`src/rtl/panda_risc_v_flush_ctrl_pkg.sv`:
```
// Flush controller shared definitions: FSM encodings,
// flush source codes and small helpers.
package panda_risc_v_flush_ctrl_pkg;

  localparam logic [2:0] ST_IDLE     = 3'd0;
  localparam logic [2:0] ST_WAIT_LSU = 3'd1;
  localparam logic [2:0] ST_FLUSH    = 3'd2;
  localparam logic [2:0] ST_INV      = 3'd3;
  localparam logic [2:0] ST_REDIRECT = 3'd4;
  localparam logic [2:0] ST_ACK      = 3'd5;

  localparam logic SRC_CMT    = 1'b0;
  localparam logic SRC_FENCEI = 1'b1;

  typedef enum logic [2:0] {
    IDLE     = ST_IDLE,
    WAIT_LSU = ST_WAIT_LSU,
    FLUSH    = ST_FLUSH,
    INV      = ST_INV,
    REDIRECT = ST_REDIRECT,
    ACK      = ST_ACK
  } flush_state_e;

  function automatic logic [15:0] sat_inc16(
    input logic [15:0] v
  );
    return (v == 16'hFFFF) ? v : v + 16'd1;
  endfunction

endpackage

```
`src/rtl/panda_risc_v_flush_ctrl.sv`:
```
// Pipeline flush sequencer: drains the LSU, flushes the pipe,
// optionally invalidates the I-cache, redirects fetch, then acks.
module panda_risc_v_flush_ctrl
  import panda_risc_v_flush_ctrl_pkg::*;
#(
  parameter real    simulation_delay = 1,
  parameter integer DRAIN_TIMEOUT    = 255
) (
  input  logic        clk,
  input  logic        resetn,
  input  logic        cmt_flush_req,
  input  logic [31:0] cmt_flush_addr,
  output logic        cmt_flush_ack,
  input  logic        fencei_req,
  input  logic [31:0] fencei_addr,
  output logic        fencei_ack,
  input  logic        lsu_idle,
  output logic        pipe_flush,
  output logic        icache_inv_req,
  input  logic        icache_inv_done,
  output logic [31:0] m_redirect_addr,
  output logic        m_redirect_valid,
  input  logic        m_redirect_ready,
  output logic        flush_busy,
  output logic        drain_timeout,
  output logic        overlap_err,
  output logic [15:0] flush_cnt
);

  localparam logic [31:0] TMO = 32'(DRAIN_TIMEOUT);

  // simulation_delay only shapes behavioural models; updates here are zero-delay
  if (simulation_delay < 0.0) begin : g_neg_delay
  end

  flush_state_e state;
  flush_state_e state_nxt;
  logic         src;
  logic [31:0]  addr_q;
  logic [31:0]  wait_cnt;

  always_comb begin
    state_nxt = state;
    unique case (state)
      IDLE: begin
        if (cmt_flush_req || fencei_req)
          state_nxt = WAIT_LSU;
      end
      WAIT_LSU: begin
        if (lsu_idle)
          state_nxt = FLUSH;
      end
      FLUSH: begin
        state_nxt = (src == SRC_FENCEI) ? INV : REDIRECT;
      end
      INV: begin
        if (icache_inv_done)
          state_nxt = REDIRECT;
      end
      REDIRECT: begin
        if (m_redirect_ready)
          state_nxt = ACK;
      end
      ACK: begin
        state_nxt = IDLE;
      end
      default: begin
        state_nxt = IDLE;
      end
    endcase
  end

  always_ff @(posedge clk or negedge resetn) begin
    if (!resetn) begin
      state            <= IDLE;
      src              <= SRC_CMT;
      addr_q           <= '0;
      wait_cnt         <= '0;
      drain_timeout    <= 1'b0;
      overlap_err      <= 1'b0;
      flush_cnt        <= '0;
      pipe_flush       <= 1'b0;
      icache_inv_req   <= 1'b0;
      m_redirect_valid <= 1'b0;
      cmt_flush_ack    <= 1'b0;
      fencei_ack       <= 1'b0;
    end else begin
      state <= state_nxt;
      // commit wins a tie; a held fencei_req is picked up next IDLE
      if (state == IDLE) begin
        if (cmt_flush_req) begin
          addr_q <= cmt_flush_addr;
          src    <= SRC_CMT;
        end else if (fencei_req) begin
          addr_q <= fencei_addr;
          src    <= SRC_FENCEI;
        end
      end
      if (state == IDLE)
        wait_cnt <= '0;
      else if (state == WAIT_LSU && !lsu_idle && wait_cnt != TMO)
        wait_cnt <= wait_cnt + 32'd1;
      if (state == WAIT_LSU && wait_cnt == TMO)
        drain_timeout <= 1'b1;
      if (cmt_flush_req && state != IDLE)
        overlap_err <= 1'b1;
      // outputs are registered copies of the next-state decode
      pipe_flush       <= (state_nxt == FLUSH);
      icache_inv_req   <= (state_nxt == INV);
      m_redirect_valid <= (state_nxt == REDIRECT);
      cmt_flush_ack    <= (state_nxt == ACK) && (src == SRC_CMT);
      fencei_ack       <= (state_nxt == ACK) && (src == SRC_FENCEI);
      if (state_nxt == ACK)
        flush_cnt <= sat_inc16(flush_cnt);
    end
  end

  assign m_redirect_addr = addr_q;
  assign flush_busy      = (state != IDLE);

endmodule

```
`config.mk`:
```
export PLATFORM = sky130hd
export DESIGN_NAME = panda_risc_v_flush_ctrl
export DESIGN_NICKNAME = d
export VERILOG_FILES = /design/src/rtl/panda_risc_v_flush_ctrl_pkg.sv /design/src/rtl/panda_risc_v_flush_ctrl.sv
export SDC_FILE = /design/constraint.sdc
export NUM_CORES = 1
export LEC_CHECK = 0
export ABC_AREA = 1
export CELL_PAD_IN_SITES_DETAIL_PLACEMENT = 1
export CELL_PAD_IN_SITES_GLOBAL_PLACEMENT = 2
export CORE_ASPECT_RATIO = 0.5
export CORE_MARGIN = 2
export CORE_UTILIZATION = 30
export CTS_CLUSTER_SIZE = 30
export DETAILED_ROUTE_END_ITERATION = 7
export PLACE_DENSITY_LB_ADDON = 0.1
export SLEW_MARGIN = 20
export SYNTH_ARGS = -nofsm -noshare
export SYNTH_HDL_FRONTEND = slang
export SYNTH_SLANG_ARGS = --single-unit
```
`constraint.sdc`:
```
create_clock -name clk -period 4 [get_ports clk]
set_input_delay 0.8 -clock clk [delete_from_list [all_inputs] [get_ports clk]]
set_output_delay 0.8 -clock clk [all_outputs]
set_load 0.1 [all_outputs]
```
==> metrics list <==
- The run finished with clean final reports.
- The floorplan has 33 rows.
- In this run the static leakage power is ~3.1 nW.
- Clock latency at the later pin of the worst-skew pair: 350 ps
- Counting both buffers and inverters, the worst setup path holds a total of 1.
* Cell depth of the worst flop-to-flop path: 12
- Port buffering added about 130 buffers.
- Detailed placement finished with a half-perimeter wire length of roughly 12000 um.
* Clock skew: 6.96 ps
- The worst setup path is captured at an output port.
* Final number of max-transition violations: 0
- Yosys synthesis warning count: 0
* Quantity of hold-fixing buffers added after cts: 0
- Setup slack on the worst reg-to-reg path comes out at about 1500 ps.
- Setup violations remaining at the end of the flow were counted as 0.
* Pre-antenna DRT Iters: 4
- Dividing the detail-routed wire length by the instance count gives roughly 15 um.
- At the end of routability-driven placement, the weighted congestion stood at 0.773.
- H-Tree Depth: 3
* Final setup slack of the worst path: 1210 ps
- Slew of the pin with the lowest slew margin: 1050 ps
- Number of buffers inserted by post-CTS setup repair: 0
- Area of the die: 0.0182 mm2
* Number of gates on the worst path with buffers counted: 1
- Share of post-route cells with drive strength above 1: 4.76%
* Biggest fanout along the worst timing path: 6
- After detailed routing, the number of vias per cell comes to ~4.7.
- Clk root buf: sky130_fd_sc_hd__clkbuf_16
- Top-Level Pins: 127
* Die Y-Extent: 96.3 um
- The repair_antennas step left the layout with diodes totalling 0.
- The region available for standard cell placement spans between 0.015 and 0.02 mm2.
* Setup crit start kind: register
- Global router's overall resource usage: 19.0%
- Number of clock sinks: 91
- For this design, the slowest cell found on the critical path is sky130_fd_sc_hd__clkdlybuf4s50_1.
- Register bit total from synthesis: 91
- In this run the remaining antenna-violating nets after routing total 0.
- Worst slack after detailed placement: 1240 ps
- Entering global routing, the biggest net connects 82 pins.
* Net switching power: 3.03 mW
* Post-synth design cell area: 0.00511 mm2
* Logic pwr share: about three fifths
- The critical path is of the register to output port type.
- Combinational family with the most area after synthesis: simple AND/OR/NAND/NOR gates
- The detailed router finished its first iteration with 169 violations.
- The number of antenna violations at the first check in global routing is 1.
- Total negative slack: 0 ps
- Post-synthesis cell count: 696
- Across the VDD grid, the largest voltage drop is 0.521 mV.
- The kind of cell with the highest combined delay along the critical path is buffers and inverters.
* Compound-gate portion of the synthesized area: 6.24%
- On the final layout, the worst hold slack is 288 ps.
* Via count of the first global-routing pass: around 5200
* Die extent in x: 189 um
* Data required time at the worst endpoint: around 3200 ps
- Final hold violation count: 0
- STA puts the critical path data arrival time at 1990 ps.
* Overall via count from detail_route: between 4000 and 5000
- Finished Core Util: 41.6%
- Maximum buffer depth of the clock tree: 2
* Setup repair after global routing missed its margin: false
- Global-route wire length before repair: 26600 um
- Xor and xnor fraction of the mapped netlist area: under 10%
* Ordered list of cells on the worst path: clkdlybuf4s50_1
- For this configuration, the core starts out at a cell density of 31.0%.
* Clock tree from TritonCTS: yes
* Signed area change from the synthesized netlist to the final layout: 34.3%
- Clock group share of total power: 15.5%
* Critical Path Max Stage Delay: around 1200 ps
- Async SR Flop Fraction: 100%
* Class of the tightest hold or removal check: input pin to asynchronous set/reset pin
- Shortest clock period the worst path allows after layout: between 2000 and 3000 ps
- Avg Cell Area, Syn: 7.35 um2
- Proportion of power drawn by flip-flops and latches: 25.8%
- In this run the tightest slew margin relative to its limit is 29.9%.
- CTS buffer count: 9
- Number of synthesized flops with an enable pin: 0
* Share of cell area taken by muxes after synthesis: 0%
* Post-synth net total: 769
- Maximum frequency from static timing analysis: 0.359 GHz
- In the routed design, unresolved DRC markers number 0.
- After Yosys synthesis, and, or, nand and nor cells account for 37.7% of the synthesized area.
- Global routing finished with a remaining overflow of 0.
- Share of synthesized cell area in full adder, half adder and majority cells: less than 1%
- Post-layout net count: 888
- After clock tree synthesis, the repair step resized 0 gates.
- Switching part of the total power: 56.9%
- The final layout contains routed wiring with a total length of 16100 um.
* Int Pwr: 2.29 mW
- After synthesis, flip-flops and latches occupy between 40 and 50% of the total area.
- Total of max-cap violations: 0
- Unique cell type count in the Yosys netlist: 32
* Pwr per Cell Area: 775 mW/mm2
- Share of the clock period used by the worst path after layout: roughly 70%
* Leading register cell type out of synthesis: sky130_fd_sc_hd__dfrtp_1
- Clock-pin slew of the registers on the worst-case setup and hold paths: approximately 60 ps
[through the flow]
step | area, um2 | power, mW | cells
after floorplan | 5110 | 3.74 | 696
after global placement | 6590 | 4.52 | 1031
after detailed placement | 6590 | 4.55 | 1031
after CTS | 6870 | 5.41 | 1047
after global routing | 6870 | 5.60 | 1047
final | 6870 | 5.32 | 1047
[layout make-up]
cell class | count | area, um2
clock inverters | 6 | 46.3
repair buffers | 133 | 1320
inverters | 49 | 185
multi-input cells | 531 | 2520
well taps | 227 | 284
fillers | 2020 | 9650
clock buffers | 10 | 229
flip-flops and latches | 91 | 2280
[power by group through the flow]
stage	sequential (mW)	combinational, mW	clock [mW]
2_1_floorplan	3.00	0.739	0
3_3_place_gp	1.38	3.14	0
3_5_place_dp	1.39	3.16	0
4_1_cts	1.38	3.16	0.866
5_1_grt	1.42	3.28	0.899
6_report	1.37	3.12	0.827
[layout by cell type (no fill, tap or decap), types with 2 or more instances in the layout]
cell type	n
sky130_fd_sc_hd__xnor2_1	3
sky130_fd_sc_hd__o21ai_1	8
sky130_fd_sc_hd__nand3b_1	11
sky130_fd_sc_hd__nand2_2	4
sky130_fd_sc_hd__buf_4	8
sky130_fd_sc_hd__nand3_1	32
sky130_fd_sc_hd__clkdlybuf4s50_1	124
sky130_fd_sc_hd__nor3_1	9
sky130_fd_sc_hd__o31ai_1	32
sky130_fd_sc_hd__nor2_1	141
sky130_fd_sc_hd__nor2_4	3
sky130_fd_sc_hd__inv_6	3
sky130_fd_sc_hd__clkinv_2	2
sky130_fd_sc_hd__nor4_1	2
sky130_fd_sc_hd__ha_1	2
sky130_fd_sc_hd__dfrtp_1	91
sky130_fd_sc_hd__inv_2	2
sky130_fd_sc_hd__clkbuf_16	9
sky130_fd_sc_hd__o21ai_0	2
sky130_fd_sc_hd__nand4_1	20
sky130_fd_sc_hd__inv_1	45
sky130_fd_sc_hd__nand2_1	229
sky130_fd_sc_hd__clkinvlp_4	2
sky130_fd_sc_hd__xor2_1	25
[flip-flops by register name (all words and copies together), names as in the netlist]
name	flops
pipe_flush	1
icache_inv_req	1
state	3
cmt_flush_ack	1
m_redirect_addr	32
m_redirect_valid	1
src	1
flush_cnt	16
wait_cnt	32
overlap_err	1
drain_timeout	1
fencei_ack	1
[final timing paths]
| check | end | startpoint |
|---|---|---|
| setup reg to reg | wait_cnt[20]$_DFFE_PN0P_ | wait_cnt[0]$_DFFE_PN0P_ |
| min in group clk | drain_timeout$_DFFE_PN0P_ | drain_timeout$_DFFE_PN0P_ |
| hold / removal | flush_cnt[1]$_DFFE_PN0P_ | resetn |
| hold reg to reg | drain_timeout$_DFFE_PN0P_ | drain_timeout$_DFFE_PN0P_ |
| max in group asynchronous | m_redirect_addr[13]$_DFFE_PN0P_ | resetn |
| setup / recovery | flush_cnt[0] | flush_cnt[0]$_DFFE_PN0P_ |
[metal layers]
metal  track usage [%]  routed length [um]  vias up
li1                  -                   -     2454
met2              32.4                7200      108
met3              8.64                1500       13
met5                 0                  13        -
met1              22.3                7250     2311
met4              3.97                 138        2
[Yosys cell counts, drive strengths merged, types with 2 or more instances]
library cell | count | area (um2)
ha | 2 | 25.0
nor2 | 145 | 583
nor4 | 2 | 12.5
nand3b | 11 | 82.6
xnor2 | 3 | 26.3
clkbuf | 15 | 56.3
dfrtp | 91 | 2280
inv | 47 | 176
o21ai | 11 | 58.8
o31ai | 32 | 240
nand4 | 20 | 125
nand2 | 233 | 885
xor2 | 25 | 219
buf | 10 | 78.8
nor3 | 11 | 71.3
nand3 | 32 | 160
clkinv | 2 | 8.75
[cell families (layout without fill, tap and decap cells)]
kind of cell               count (synthesis)  in the layout
AOI/OAI and AO/OA                         46             46
DFF                                       91             91
buffers and inverters                     74            198
and+or+nand+nor                          455            455
xor gates and xnor gates                  28             28
adders and majority gates                  2              2
Note: power is estimated with default switching activity, not from simulation.
